## src/rtl/zx_pkg.sv

```systemverilog
// -----------------------------------------------------------------------------
// zx_pkg
// Shared definitions for the ZX 128K / Pentagon / +3 memory pager:
//   - IO port match masks/values for #7FFD and #1FFD
//   - write-strobe FSM state encodings
//   - paging register bundle
//   - +3 special (all-RAM) paging table and #7FFD bank-bit gather helper
// -----------------------------------------------------------------------------
package zx_pkg;

   // Partial decode: only the listed address bits take part in the match.
   localparam logic [15:0] PORT_7FFD_MASK = 16'hC002;  // a15, a14, a1
   localparam logic [15:0] PORT_7FFD_VAL  = 16'h4000;  // a15=0, a14=1, a1=0
   localparam logic [15:0] PORT_1FFD_MASK = 16'hF002;  // a15:12, a1
   localparam logic [15:0] PORT_1FFD_VAL  = 16'h1000;  // a15:12=0001, a1=0

   // Write-strobe FSM states.
   localparam logic [1:0] ST_IDLE = 2'd0;
   localparam logic [1:0] ST_QUAL = 2'd1;
   localparam logic [1:0] ST_DONE = 2'd2;

   // Paging state other than the RAM bank, whose width is a parameter.
   typedef struct packed {
      logic       vbank;    // screen bank
      logic       rom_lo;   // ROM bank low bit (#7FFD[4])
      logic       lock;     // sticky #7FFD lock
      logic       special;  // +3 all-RAM paging enable
      logic [1:0] cfg;      // +3 special configuration
      logic       rom_hi;   // ROM bank high bit (#1FFD[2])
   } pager_regs_t;

   // Special paging pages, 3 bits per entry, indexed by {cfg, window}.
   // From most- to least-significant entry: cfg3 w3..w0, cfg2, cfg1, cfg0.
   localparam logic [47:0] SPECIAL_MAP = {
      3'd3, 3'd6, 3'd7, 3'd4,
      3'd3, 3'd6, 3'd5, 3'd4,
      3'd7, 3'd6, 3'd5, 3'd4,
      3'd3, 3'd2, 3'd1, 3'd0
   };

   function automatic logic [2:0] special_page(input logic [1:0] cfg,
                                               input logic [1:0] win);
      return SPECIAL_MAP[int'({cfg, win}) * 3 +: 3];
   endfunction

   // Gather every candidate bank bit of a #7FFD write into one 6-bit value;
   // the pager keeps only its low RAM_BANK_BITS, which selects the Pentagon
   // extension bits {d5, d7, d6} in order of increasing memory size.
   function automatic logic [5:0] bank_from_7ffd(input logic [7:0] d);
      return {d[5], d[7], d[6], d[2:0]};
   endfunction

endpackage

```

## src/rtl/zx_io_wr_strobe.sv

```systemverilog
// -----------------------------------------------------------------------------
// zx_io_wr_strobe
// Qualifies a Z80 IO write and emits exactly one load pulse per IO cycle,
// however many wait states stretch it.
//   clkcpu  in  CPU clock
//   rst_n   in  asynchronous active-low reset
//   n_iorq  in  Z80 IORQ (active low)
//   n_wr    in  Z80 WR   (active low)
//   n_m1    in  Z80 M1   (active low; low with IORQ = interrupt acknowledge)
//   load    out high during the cycle whose closing edge loads the registers
// -----------------------------------------------------------------------------
module zx_io_wr_strobe
   import zx_pkg::*;
(
   input  logic clkcpu,
   input  logic rst_n,
   input  logic n_iorq,
   input  logic n_wr,
   input  logic n_m1,
   output logic load
);

   logic [1:0] state;
   logic [1:0] state_nxt;
   logic       wr_act;

   assign wr_act = ~n_iorq & ~n_wr & n_m1;

   // NOTE: sequential state uses non-blocking assignments so every flop
   // samples pre-edge values regardless of block ordering.
   always_ff @(posedge clkcpu or negedge rst_n) begin
      if (!rst_n) state <= ST_IDLE;
      else        state <= state_nxt;
   end

   // NOTE: next state defaults to the current state before the case, so no
   // path leaves state_nxt unassigned and no latch is inferred.
   always_comb begin
      state_nxt = state;
      case (state)
         ST_IDLE: if (wr_act) state_nxt = ST_QUAL;
         ST_QUAL: state_nxt = wr_act ? ST_DONE : ST_IDLE;
         ST_DONE: if (n_iorq) state_nxt = ST_IDLE;
         default: state_nxt = ST_IDLE;
      endcase
   end

   // The QUAL->DONE edge is the load edge; DONE holds off further loads
   // until IORQ is released.
   assign load = (state == ST_QUAL) & wr_act;

endmodule

```

## src/rtl/zx_mem_pager.sv

```systemverilog
// -----------------------------------------------------------------------------
// zx_mem_pager
// Paging controller for the ZX 128K family. Decodes writes to #7FFD/#1FFD,
// holds the paging registers and maps the CPU address window a[15:14] to a
// physical RAM page or the ROM.
//   clkcpu     in  CPU clock, all state on rising edge
//   rst_n      in  asynchronous active-low reset
//   a, d       in  CPU address / data bus
//   n_iorq, n_mreq, n_wr, n_m1  in  Z80 control strobes (active low)
//   page       out physical RAM page for the current window
//   rom_bank   out ROM bank select
//   n_romcs    out ROM chip select (active low)
//   vbank      out screen bank
//   contended  out current access hits a contended page
//   lock       out #7FFD lock status
// -----------------------------------------------------------------------------
module zx_mem_pager
   import zx_pkg::*;
#(
   parameter int RAM_BANK_BITS = 3,
   parameter int ROM_BANK_BITS = 1,
   parameter int EN_1FFD       = 0
) (
   input  logic                     clkcpu,
   input  logic                     rst_n,
   input  logic [15:0]              a,
   input  logic [7:0]               d,
   input  logic                     n_iorq,
   input  logic                     n_mreq,
   input  logic                     n_wr,
   input  logic                     n_m1,
   output logic [RAM_BANK_BITS-1:0] page,
   output logic [ROM_BANK_BITS-1:0] rom_bank,
   output logic                     n_romcs,
   output logic                     vbank,
   output logic                     contended,
   output logic                     lock
);

   localparam bit HAS_1FFD = (EN_1FFD != 0);
   // With 6 bank bits, d[5] becomes a bank bit and the lock is unavailable.
   localparam bit HAS_LOCK = (RAM_BANK_BITS != 6);

   logic                     load;
   logic                     sel_7ffd;
   logic                     sel_1ffd;
   logic [RAM_BANK_BITS-1:0] bank;
   pager_regs_t              regs;
   logic [1:0]               win;
   logic                     win_is_rom;

   zx_io_wr_strobe u_wr_strobe (
      .clkcpu (clkcpu),
      .rst_n  (rst_n),
      .n_iorq (n_iorq),
      .n_wr   (n_wr),
      .n_m1   (n_m1),
      .load   (load)
   );

   assign sel_7ffd = n_m1 & ((a & PORT_7FFD_MASK) == PORT_7FFD_VAL);
   assign sel_1ffd = HAS_1FFD & n_m1 & ((a & PORT_1FFD_MASK) == PORT_1FFD_VAL);

   always_ff @(posedge clkcpu or negedge rst_n) begin
      if (!rst_n) begin
         bank <= '0;
         regs <= '0;
      end else if (load && !regs.lock) begin
         if (sel_7ffd) begin
            bank        <= RAM_BANK_BITS'(bank_from_7ffd(d));
            regs.vbank  <= d[3];
            regs.rom_lo <= d[4];
            regs.lock   <= HAS_LOCK & d[5];
         end else if (sel_1ffd) begin
            regs.special <= d[0];
            regs.cfg     <= d[2:1];
            regs.rom_hi  <= d[2];
         end
      end
   end

   // Window map, purely combinational so the page follows the address.
   always_comb begin
      win        = a[15:14];
      win_is_rom = ~regs.special & (win == 2'b00);
      page       = '0;
      if (regs.special) begin
         page = RAM_BANK_BITS'(special_page(regs.cfg, win));
      end else begin
         case (win)
            2'b01:   page = RAM_BANK_BITS'(3'd5);
            2'b10:   page = RAM_BANK_BITS'(3'd2);
            2'b11:   page = bank;
            default: page = '0;
         endcase
      end
   end

   assign n_romcs   = n_mreq | a[15] | a[14] | regs.special;
   // 128K contends odd pages; +3 contends pages 4..7.
   assign contended = ~n_mreq & ~win_is_rom & (HAS_1FFD ? page[2] : page[0]);
   assign vbank     = regs.vbank;
   assign lock      = regs.lock;

   generate
      if (ROM_BANK_BITS == 2) begin : g_rom2
         assign rom_bank = {regs.rom_hi, regs.rom_lo};
      end else begin : g_rom1
         assign rom_bank = regs.rom_lo;
      end
   endgenerate

endmodule

```

## config.mk

```make
export PLATFORM = sky130hd
export DESIGN_NAME = zx_mem_pager
export DESIGN_NICKNAME = d
export VERILOG_FILES = /design/src/rtl/zx_pkg.sv /design/src/rtl/zx_io_wr_strobe.sv /design/src/rtl/zx_mem_pager.sv
export SDC_FILE = /design/constraint.sdc
export NUM_CORES = 1
export LEC_CHECK = 0
export CAP_MARGIN = 20
export CORE_MARGIN = 5
export CORE_UTILIZATION = 25
export DETAILED_ROUTE_END_ITERATION = 8
export GPL_ROUTABILITY_DRIVEN = 1
export PLACE_DENSITY = 0.83
export REMOVE_ABC_BUFFERS = 1
export SYNTH_ARGS = -nofsm -noshare
export SYNTH_HDL_FRONTEND = slang
export SYNTH_SLANG_ARGS = --single-unit
```

## constraint.sdc

```tcl
create_clock -name clkcpu -period 1.34 [get_ports clkcpu]
set_input_delay 0.402 -clock clkcpu [delete_from_list [all_inputs] [get_ports clkcpu]]
set_output_delay 0.402 -clock clkcpu [all_outputs]
set_load 0.1 [all_outputs]
```

After elaboration in Yosys (flattened, before gate mapping)
Cells that the tools add are included.

cells by class
  equality and inequality tests = 8
  muxes and demuxes = 5
  bitwise logic cells = 12
  reductions and logical operators = 6

operators by type and width
  operator                                                                  number
  3-bit case mux with 3 select lines                                        1
  1-bit AND                                                                 6
  2-bit == test (second input constant)                                     3
  2-bit 2-to-1 mux                                                          3
  2-bit case mux with 3 select lines                                        1
  2-bit by 1-bit == test with 1-bit output (second input constant)          2
  2-bit zero test                                                           2
  1-bit inverter                                                            4
  2-bit AND reduction                                                       2
  3-bit by 2-bit == test with 1-bit output (second input constant)          1
  2-bit by 1-bit inequality test with 1-bit output (second input constant)  1
  2-bit inequality test (second input constant)                             1
  1-bit OR                                                                  2
  1-bit logical AND                                                         1
  1-bit zero test                                                           1

word-level totals
  output and inout bits = 8
  input port bits = 30
  logic and storage cells = 36
  bits in registers = 8

Longest topological paths before layout
Gate-level depths: netlist of the first run.

  depth in word-level cells = 6
  mapped depth = 3
  mapped depth without buffers = 3

Hierarchy
A second synthesis of the first run with hierarchy kept.

second synthesis, totals
  cells, all modules = 29
  area total of the unflattened synthesis = 395.4 µm²

by module, submodules not included
  module           instances  area an instance (µm²)  cells an instance  sequential area each (µm²)
  zx_mem_pager     1          287.8                   21                 150.1
  zx_io_wr_strobe  1          107.6                   8                  50.0

Least setup slack after synthesis of the first run
No wires, ideal clock.

  path kind = input to output
  start point = input port a[14]
  end point = output port contended
  path slack = -3.198 ns
  stages = 2
  required time = 0.938 ns
  arrival = 4.136 ns
  path through = a21boi_0 > nor2b_1

between the ends
  cells in the longest elaborated chain, start to end = 4
  elaborated cells between the ends (all ways) = 8
  classes of those cells = eq/ne (3); mux (1); bitwise (3); reduce/logical (1)

ends and longest elaborated chain
  what                                                                                        line                 RTL
  from (decl)                                                                                 zx_mem_pager.sv:26   input logic [15:0] a,
  parallel branches: the longest is 3 deep, another holds 3-bit case mux with 3 select lines  -
  1-bit AND *                                                                                 zx_mem_pager.sv:101  assign contended = ~n_mreq & ~win_is_rom & (HAS_1FFD ? page[2] : page[0]);
  to (decl)                                                                                   zx_mem_pager.sv:36   output logic contended,

Mark *: on every way between the ends.

Final worst setup path of the first run
  start point = register bank[0]
  end point = output port contended

between the ends
  cells in the longest elaborated chain, start to end = 2

ends and longest elaborated chain
  what                                line                 RTL
  from (decl)                         zx_mem_pager.sv:47   logic [RAM_BANK_BITS-1:0] bank;
  from (signal assigned)              zx_mem_pager.sv:70   bank <= RAM_BANK_BITS'(bank_from_7ffd(d));
  3-bit case mux with 3 select lines  zx_mem_pager.sv:90   case (win)
  1-bit AND                           zx_mem_pager.sv:101

No other way between the ends.

==> results of run 1 <==
[placed cells by master, fill, tap and decap left out, drive strengths merged]
cell type,n
clkbuf,3
nor4b,2
nand4,1
dlygate4sd2,3
nand2b,1
o21ai,1
o21bai,1
nor2b,2
a21boi,3
buf,19
dfrtp,8
or3,1
mux2,5
nand2,1
clkdlybuf4s50,7
inv,4
clkdlybuf4s15,1
[flip-flops by register name, summed over array words and instances (netlist names)]
signal,cells
bank,3
lock,1
rom_bank,1
u_wr_strobe.state,2
vbank,1
[cells by family (layout without fill, tap and decap cells)]
logic type	Yosys count	after routing	share of synthesized area [%]
compound gates	5	5	9.06
buf+inv	4	37	3.88
flops	8	8	51.8
mux	5	5	14.6
simple gates	8	8	20.7
[routing by layer]
metal  track usage [%]  vias to the layer above  wire length (um)
met5                 0                        -                 0
met4              4.04                        0                 0
met3              4.28                        0               121
met2              16.5                       18               581
met1              10.1                      169               375
li1                  -                      171                 -
[through the flow]
| step | area (um^2) | power [W] |
|---|---|---|
| 2_1_floorplan | 387 | 0.000347 |
| 3_3_place_gp | 744 | 0.000449 |
| 4_1_cts | 827 | 0.000645 |
| 3_5_place_dp | 744 | 0.000452 |
| 6_report | 847 | 0.000642 |
| 5_1_grt | 847 | 0.000680 |
[worst paths after layout]
path,startpoint,to,cells past startpoint
min,rst_n,bank[1],1
min reg2reg,bank[0],bank[0],1
max in group asynchronous,rst_n,vbank,1
max,bank[0],contended,4
min in group clkcpu,bank[0],bank[0],1
max reg2reg,lock,vbank,3
[timing repair]
action                     CTS  global route
resized for setup           34             5
pin swaps                    6             4
hold buffers                 0             0
buffers inserted             3             1
setup endpoints to repair   12            11
[power groups by stage]
| stage | combinational, W | sequential (W) | clock, W |
|---|---|---|---|
| finish | 0.000213 | 0.000254 | 0.000174 |
| global route | 0.000222 | 0.000255 | 0.000204 |
| CTS | 0.000208 | 0.000254 | 0.000183 |
| detailed placement | 0.000195 | 0.000257 | 0 |
| global placement | 0.000192 | 0.000257 | 0 |
| floorplan | 0.0000752 | 0.000272 | 0 |
[synth_stat cells, drive strengths merged]
master | count | area, um^2
nand2 | 1 | 3.75
or3 | 1 | 6.26
o21ai | 1 | 5.00
nand2b | 1 | 6.26
mux2 | 5 | 56.3
dfrtp | 8 | 200
inv | 4 | 15.0
nor2b | 2 | 12.5
nor4b | 2 | 38.8
a21boi | 3 | 22.5
o21bai | 1 | 7.51
nand4 | 1 | 12.5
[critical path: stages, from the launching register on]
cell      delay [ns]
dfrtp_1         0.33
inv_1           0.05
a21boi_2        0.14
nor2b_4         0.18
buf_12          0.18
[cell type report]
type | instances | area (um^2) | area share [%]
Sequential cell | 8 | 200 | 23.6
Inverter | 4 | 15.0 | 1.77
Timing Repair Buffer | 30 | 369 | 43.6
Multi-Input combinational cell | 18 | 220 | 26.0
Clock buffer | 3 | 22.5 | 2.66
Tap cell | 16 | 20.0 | 2.36
==> results.cfg, run 1 <==
[status]
status = finished with violations
violations = negative setup slack

[detailed_routing]
drt-total-wl_mm = 1.08
routed-via-count = 358
drcViolationCount = 0
drt_iter0_markers = 1
vias_per_cell = 4.53
ant_nets = 0
avgRoutedWirePerCell_um = 13.6
drt-pass1-iter-count = 2

[run]
drv_cap = 0

[sta]
fin_ws_ns = -0.181
hold_slack_ns = 0.438
hold_violations = 0
setup_viol = 11
min_period_ns = 1.52
fmaxAchievable_ghz = 0.658
rsz0062_at_grt = true
finClkSkew_ns = 0.00113
tightest_slew_ns = 0.365
slew_headroom_pct = 75.6
final.setup.tns_ns = -0.872
slew_viol_final = 0
fin_crit_sh_pct = 113

[clock_network]
cts_max_path_buffers = 2
clk_latency_ns = 0.24
cts_tree = yes
cts_inserted_buffers = 3
cts_max_level = 1
clkTransAtPathRegs_ns = 0.05
root_buffer = clkbuf_4
cts_sinks = 8

[logic_synthesis]
synth-seq-cells = 8
synthCells = 30
ys_seq_area_share_pct = 51.8
synth_cell_types = 13
synth.avg_cell_area_um2 = 12.9
syn-cell-area_um2 = 387
yosys_warnings = 0

[power_and_ir_drop]
internal-power_w = 0.000453
seqPwrFrac_pct = 39.6
switching_share_pct = 29.4
power.share.clock_pct = 27.1
irDropWorstVdd_mv = 0.450
p_leak_nw = 0.397
p_switching_w = 0.000189
pwr-share-comb_pct = 33.2
power_density_nw_per_um2 = 758

[place]
port_buffers = 22
place_congestion = 0.716
placedCellCount = 73
place_ws_ns = -0.684

[layout]
area_growth_pct = 119
finalNetCount = 95
nFillCells = 129
utilization_pct = 56.9
final_cell_count_no_fill = 79
drive_gt1_share_pct = 55.6
n_antenna_cell = 0

[worst_setup_path]
criticalPathCategory = flop to output port
cp-end-kind = output port
arrival_ns = 1.12
critPathLaunchType = flop
worstPathMaxFanout = 2
r2r_slack_ns = -0.05
worstPathRequired_ns = 0.94

[floorplan]
initial_utilization_pct = 26.0
die_w_um = 49.3
row_count = 14
core_um2 = 1490
io_pins = 38
die_area_um2 = 2430
die_y_um = 49.3

[global_routing]
grt_first_pass_wirelength_mm = 1.79
track_usage_pct = 9.66
grt_max_degree = 9
first_global_vias = 396
antenna_found_initial = 0
gr-total-overflow = 0

[worst_hold_path]
hold_path.class = input port to asynchronous set/reset pin
(Power assumes the default switching activity.)
==> inputs of run 2 (changes only) <==
--- a/config.mk
+++ b/config.mk
@@ -6,12 +6,14 @@
 export NUM_CORES = 1
 export LEC_CHECK = 0
 export CAP_MARGIN = 20
-export CORE_MARGIN = 5
-export CORE_UTILIZATION = 25
+export CORE_AREA = 5 5 42 44
 export DETAILED_ROUTE_END_ITERATION = 8
+export DIE_AREA = 0 0 47 49
+export DONT_BUFFER_PORTS = 1
 export GPL_ROUTABILITY_DRIVEN = 1
-export PLACE_DENSITY = 0.83
+export PLACE_DENSITY = 0.55
 export REMOVE_ABC_BUFFERS = 1
 export SYNTH_ARGS = -nofsm -noshare
 export SYNTH_HDL_FRONTEND = slang
+export SYNTH_HIERARCHICAL = 1
 export SYNTH_SLANG_ARGS = --single-unit
==> run 2 against run 1 <==
Against the previous run:
- the flow still finishes with violations (negative setup slack)
- worst setup slack better by 0.036 ns
- cell count down 22%
- first-iteration DRC count down 100%
- sequential cell count unchanged
- largest cell class is now multi-input combinational cells
- highest routed layer unchanged
==> results.cfg, run 2 <==
[status]
status = finished with violations
violations = negative setup slack

[logic_synthesis]
async_reset_ff_share_pct = 100
ys_seq_area_share_pct = 50.6
synth_area_leader_cell = dfrtp_1
synth.avg_cell_area_um2 = 13.6
synth_most_common_cell = dfrtp_1
synth_top_area_share_pct = 50.6
synth-seq-cells = 8
syn-cell-area_um2 = 395
synth_ff_type = dfrtp_1
yosys_warnings = 6
synth_edf_count = 0
synthCells = 29
synthTopCellsByCount = dfrtp_1, mux2_2, a21oi_1, inv_1, o21a_1
ys_top_cells_by_area = dfrtp_1, mux2_2, nand3_4
synth_cell_types = 15

[sta]
slew_headroom_pct = 76.1
tightest_slew_ns = 0.358
slew_viol_final = 0
rsz0062_at_grt = true
hold_violations = 0
fin_crit_sh_pct = 111
fmaxAchievable_ghz = 0.674
min_period_ns = 1.48
setup_viol = 10
fin_ws_ns = -0.144
hold_slack_ns = 0.217
finClkSkew_ns = 0.000882

[layout]
final_cell_mix = dfrtp_1, buf_4, buf_12
nFillCells = 140
final_cell_count_no_fill = 62
finalNetCount = 78
drive_gt1_share_pct = 63.0
largest_reg_flops = 3
area_growth_pct = 61.1
top_register = bank
utilization_pct = 45.4
layout_commonest_cell = dfrtp_1
n_antenna_cell = 0
reg_top3 = bank: 3 flops, u_wr_strobe/state: 2 flops

[global_routing]
gr-total-overflow = 0
track_usage_pct = 8.52
antenna_found_initial = 0
grt_first_pass_wirelength_mm = 1.40
first_global_vias = 343
grt_util_met1_pct = 7.22
met2_usage_pct = 15.4
grt_max_degree = 9
busiest_layer = met2
met3_usage_pct = 4.06

[worst_setup_path]
worstPathMaxFanout = 2
worstPathRequired_ns = 0.94
slowest_stage = dfrtp_1
crit_buf_inv = 1
critPathLaunchType = flop
slowest_delay_ns = 0.37
worstRegToRegCells = 4
crit_path_start = bank[0]
arrival_ns = 1.08
r2r_slack_ns = -0.11
r2r_end = rom_bank
criticalPathCategory = flop to output port
cp-end-kind = output port
r2r-start = u_wr_strobe/state[1]
path_cells = o21a_1 > nor2b_4 > buf_12
critPathTopFamily = flip-flops

[clock_network]
cts_max_path_buffers = 2
clkTransAtPathRegs_ns = 0.05
cts_max_level = 1
cts_tree = yes
root_buffer = clkbuf_4
cts_sinks = 8
clk_latency_ns = 0.24
cts_inserted_buffers = 3

[place]
place_congestion = 0.686
port_buffers = 0
placedCellCount = 55

[floorplan]
die_area_um2 = 2300
die_y_um = 49
row_count = 14
initial_utilization_pct = 28.2
die_w_um = 47
core_um2 = 1400
io_pins = 38

[power_and_ir_drop]
irDropWorstVdd_mv = 0.438
p_leak_nw = 0.295
power_density_nw_per_um2 = 890
finalPower_w = 0.000567

[detailed_routing]
ant_nets = 0
drt_iter0_markers = 0
drcViolationCount = 0
vias_per_cell = 4.85
avgRoutedWirePerCell_um = 14.6
routed-via-count = 301
drt-total-wl_um = 904
drt-pass1-iter-count = 1

[worst_hold_path]
min_from = n_iorq
holdPathEnd = u_wr_strobe/state[1]
hold_path.class = input port to flop
holdPathStages = 1

[run]
drv_cap = 0
-- run 2: final cells by class --
type / count / area [um^2] / area share [%]
multi-input cells: 19 / 204 / 32.0
flip-flops and latches: 8 / 200 / 31.4
well taps: 16 / 20.0 / 3.14
clock buffers: 3 / 22.5 / 3.54
inverters: 2 / 7.51 / 1.18
repair buffers: 14 / 183 / 28.7
-- run 2: how the worst max path moves through the flow --
| stage | cells past startpoint | slack, ns | end |
|---|---|---|---|
| 3_3_place_gp | 5 | -0.18 | bank[0] |
| 3_5_place_dp | 5 | -0.22 | vbank |
| 4_1_cts | 3 | -0.15 | contended |
| 2_1_floorplan | 3 | -1.82 | contended |
| 6_report | 3 | -0.14 | contended |
| 5_1_grt | 3 | -0.19 | contended |
-- run 2: worst register-to-register path, delay by kind of cell, from the launching register on --
kind / cells / cell delay (ns)
DFF: 1 / 0.38
muxes: 1 / 0.28
and+or+nand+nor: 3 / 0.67
-- run 2: repair_timing --
item	CTS	global route
hold endpoints to repair	8	0
pin swaps	4	1
buffers inserted	2	1
setup endpoints to repair	10	10
gates resized for setup	2	0
hold buffers	1	0
-- run 2: per-stage QoR --
step	cell area, um^2	worst slack (ns)	setup TNS (ns)
after global routing	637	-0.187	-1.27
after global placement	572	-0.176	-0.969
after CTS	629	-0.155	-0.967
after floorplan	395	-1.82	-6.41
after detailed placement	572	-0.223	-1.24
final	637	-0.144	-0.899
-- run 2: cells by family after synthesis --
logic type	synth area share, %
flip-flops	50.6
AO/OA/AOI/OAI	9.18
AND/OR/NAND/NOR	24.1
multiplexers	14.2
buffers and inverters	1.90
-- run 2: power breakdown --
part / internal, W / switching [W] / total [W]
combinational: 0.0000525 / 0.0000911 / 0.000144
sequential: 0.000248 / 0.00000370 / 0.000252
clock: 0.000102 / 0.0000699 / 0.000172
-- run 2: layer usage --
| layer | routed length [um] | vias to the layer above |
|---|---|---|
| li1 | - | 145 |
| met2 | 493 | 15 |
| met3 | 130 | 0 |
| met5 | 0 | - |
| met1 | 280 | 141 |
| met4 | 0 | 0 |
==> inputs of run 3 (changes only) <==
--- a/config.mk
+++ b/config.mk
@@ -11,7 +11,6 @@
 export DIE_AREA = 0 0 47 49
 export DONT_BUFFER_PORTS = 1
 export GPL_ROUTABILITY_DRIVEN = 1
-export PLACE_DENSITY = 0.55
 export REMOVE_ABC_BUFFERS = 1
 export SYNTH_ARGS = -nofsm -noshare
 export SYNTH_HDL_FRONTEND = slang
==> run 3 against run 2 <==
Against the previous run:
- the flow still finishes with violations (negative setup slack)
- cell count decreased by 1.6%
- design area decreased by 1.2%
- utilization decreased by 0.54 points
- combinational power about the same
==> results.cfg, run 3 (synthesized netlist as in run 2, its figures left out) <==
[status]
status = finished with violations
violations = negative setup slack

[power_and_ir_drop]
p_leak_nw = 0.290
power_density_nw_per_um2 = 901
irDropWorstVdd_mv = 0.463

[clock_network]
cts_max_level = 1
cts_tree = yes
cts_sinks = 8
cts_inserted_buffers = 3
cts_max_path_buffers = 2
clk_latency_ns = 0.24
clkTransAtPathRegs_ns = 0.05
root_buffer = clkbuf_4

[sta]
fin_crit_sh_pct = 111
final.setup.tns_ns = -0.904
setup_viol = 10
finClkSkew_ns = 0.00145
tightest_slew_ns = 0.350
rsz0062_at_grt = true
hold_slack_ns = 0.219
slew_viol_final = 0
fin_ws_ns = -0.149
fmaxAchievable_ghz = 0.672
min_period_ns = 1.49
hold_violations = 0
slew_headroom_pct = 76.6

[detailed_routing]
vias_per_cell = 4.80
drt-total-wl_um = 874
drcViolationCount = 0
avgRoutedWirePerCell_um = 14.3
routed-via-count = 293
drt_iter0_markers = 3
drt-pass1-iter-count = 2
ant_nets = 0

[layout]
finalNetCount = 77
layout_commonest_cell = dfrtp_1
largest_reg_flops = 3
reg_top3 = bank: 3 flops, u_wr_strobe/state: 2 flops
n_antenna_cell = 0
nFillCells = 134
post-route-cell-area_um2 = 629
drive_gt1_share_pct = 62.2
top_register = bank
area_growth_pct = 59.2
final_cell_mix = dfrtp_1, buf_12, buf_4

[floorplan]
die_w_um = 47
die_y_um = 49
die_area_um2 = 2300
io_pins = 38
core_um2 = 1400
initial_utilization_pct = 28.2
row_count = 14

[run]
drv_cap = 0

[worst_setup_path]
worstPathMaxFanout = 2
worstPathRequired_ns = 0.94
cp-end-kind = output port
critPathLaunchType = flop
criticalPathCategory = flop to output port
arrival_ns = 1.09

[place]
port_buffers = 0
placed_cell_area_um2 = 572
place_ws_ns = -0.217
place_congestion = 0.638

[worst_hold_path]
hold_path.class = input port to flop

[global_routing]
first_global_vias = 341
antenna_found_initial = 0
gr-total-overflow = 0
grt_max_degree = 9
track_usage_pct = 8.74
grt_first_pass_wirelength_mm = 1.43
run 3: changes by cell type in the layout (fill, tap and decap cells not counted), sizes merged:
cell  before  now
buf       13   12
run 3: layout make-up:
class	instances	area, um^2	area share [%]
Clock buffer	3	22.5	3.58
Timing Repair Buffer	13	175	27.8
Sequential cell	8	200	31.8
Multi-Input combinational cell	19	204	32.4
Tap cell	16	20.0	3.18
Inverter	2	7.51	1.19
run 3: worst max-delay path, stage by stage, from the launching register on:
cell,delay (ns)
dfrtp_1,0.37
o21a_1,0.18
nor2b_4,0.13
buf_12,0.16
run 3: worst paths after layout:
path | to | slack, ns | cells after the start | startpoint
min in group asynchronous | bank[2] | 0.50 | 1 | rst_n
max in group asynchronous | u_wr_strobe/state[1] | 0.59 | 1 | rst_n
worst max register to register | bank[1] | -0.11 | 4 | u_wr_strobe/state[1]
worst max-delay path | contended | -0.15 | 3 | bank[0]
worst min register to register | bank[1] | 0.51 | 1 | bank[1]
worst min-delay path | u_wr_strobe/state[1] | 0.22 | 1 | n_iorq
run 3: layer usage:
metal  GRT usage [%]  up-vias  routed length (um)
met5               0        -                   0
met4            4.15        0                   0
met3            4.06        0                  89
met2            14.9       12                 508
met1            8.35      140                 276
li1                -      141                   -
run 3: what timing repair did:
item                       in CTS  in global routing
setup endpoints to repair      10                 10
hold endpoints to repair        8                  0
hold buffers                    1                  0
gates resized for setup         2                  0
pin swaps                       3                  0
setup buffers                   2                  0
run 3: stage by stage:
| step | utilization [%] | power [W] | std cells |
|---|---|---|---|
| 6_report | 44.9 | 0.000567 | 61 |
| 5_1_grt | 44.9 | 0.000597 | 61 |
| 4_1_cts | 44.9 | 0.000580 | 61 |
| 3_5_place_dp | 40.8 | 0.000390 | 55 |
| 3_3_place_gp | 40.8 | 0.000388 | 55 |
| 2_1_floorplan | - | 0.000348 | 29 |
run 3: power by group:
group / leakage [nW] / switching, W / internal [W]
Combinational: 0.165 / 0.0000908 / 0.0000526
Clock: 0.0138 / 0.0000699 / 0.000102
Sequential: 0.111 / 0.00000373 / 0.000248
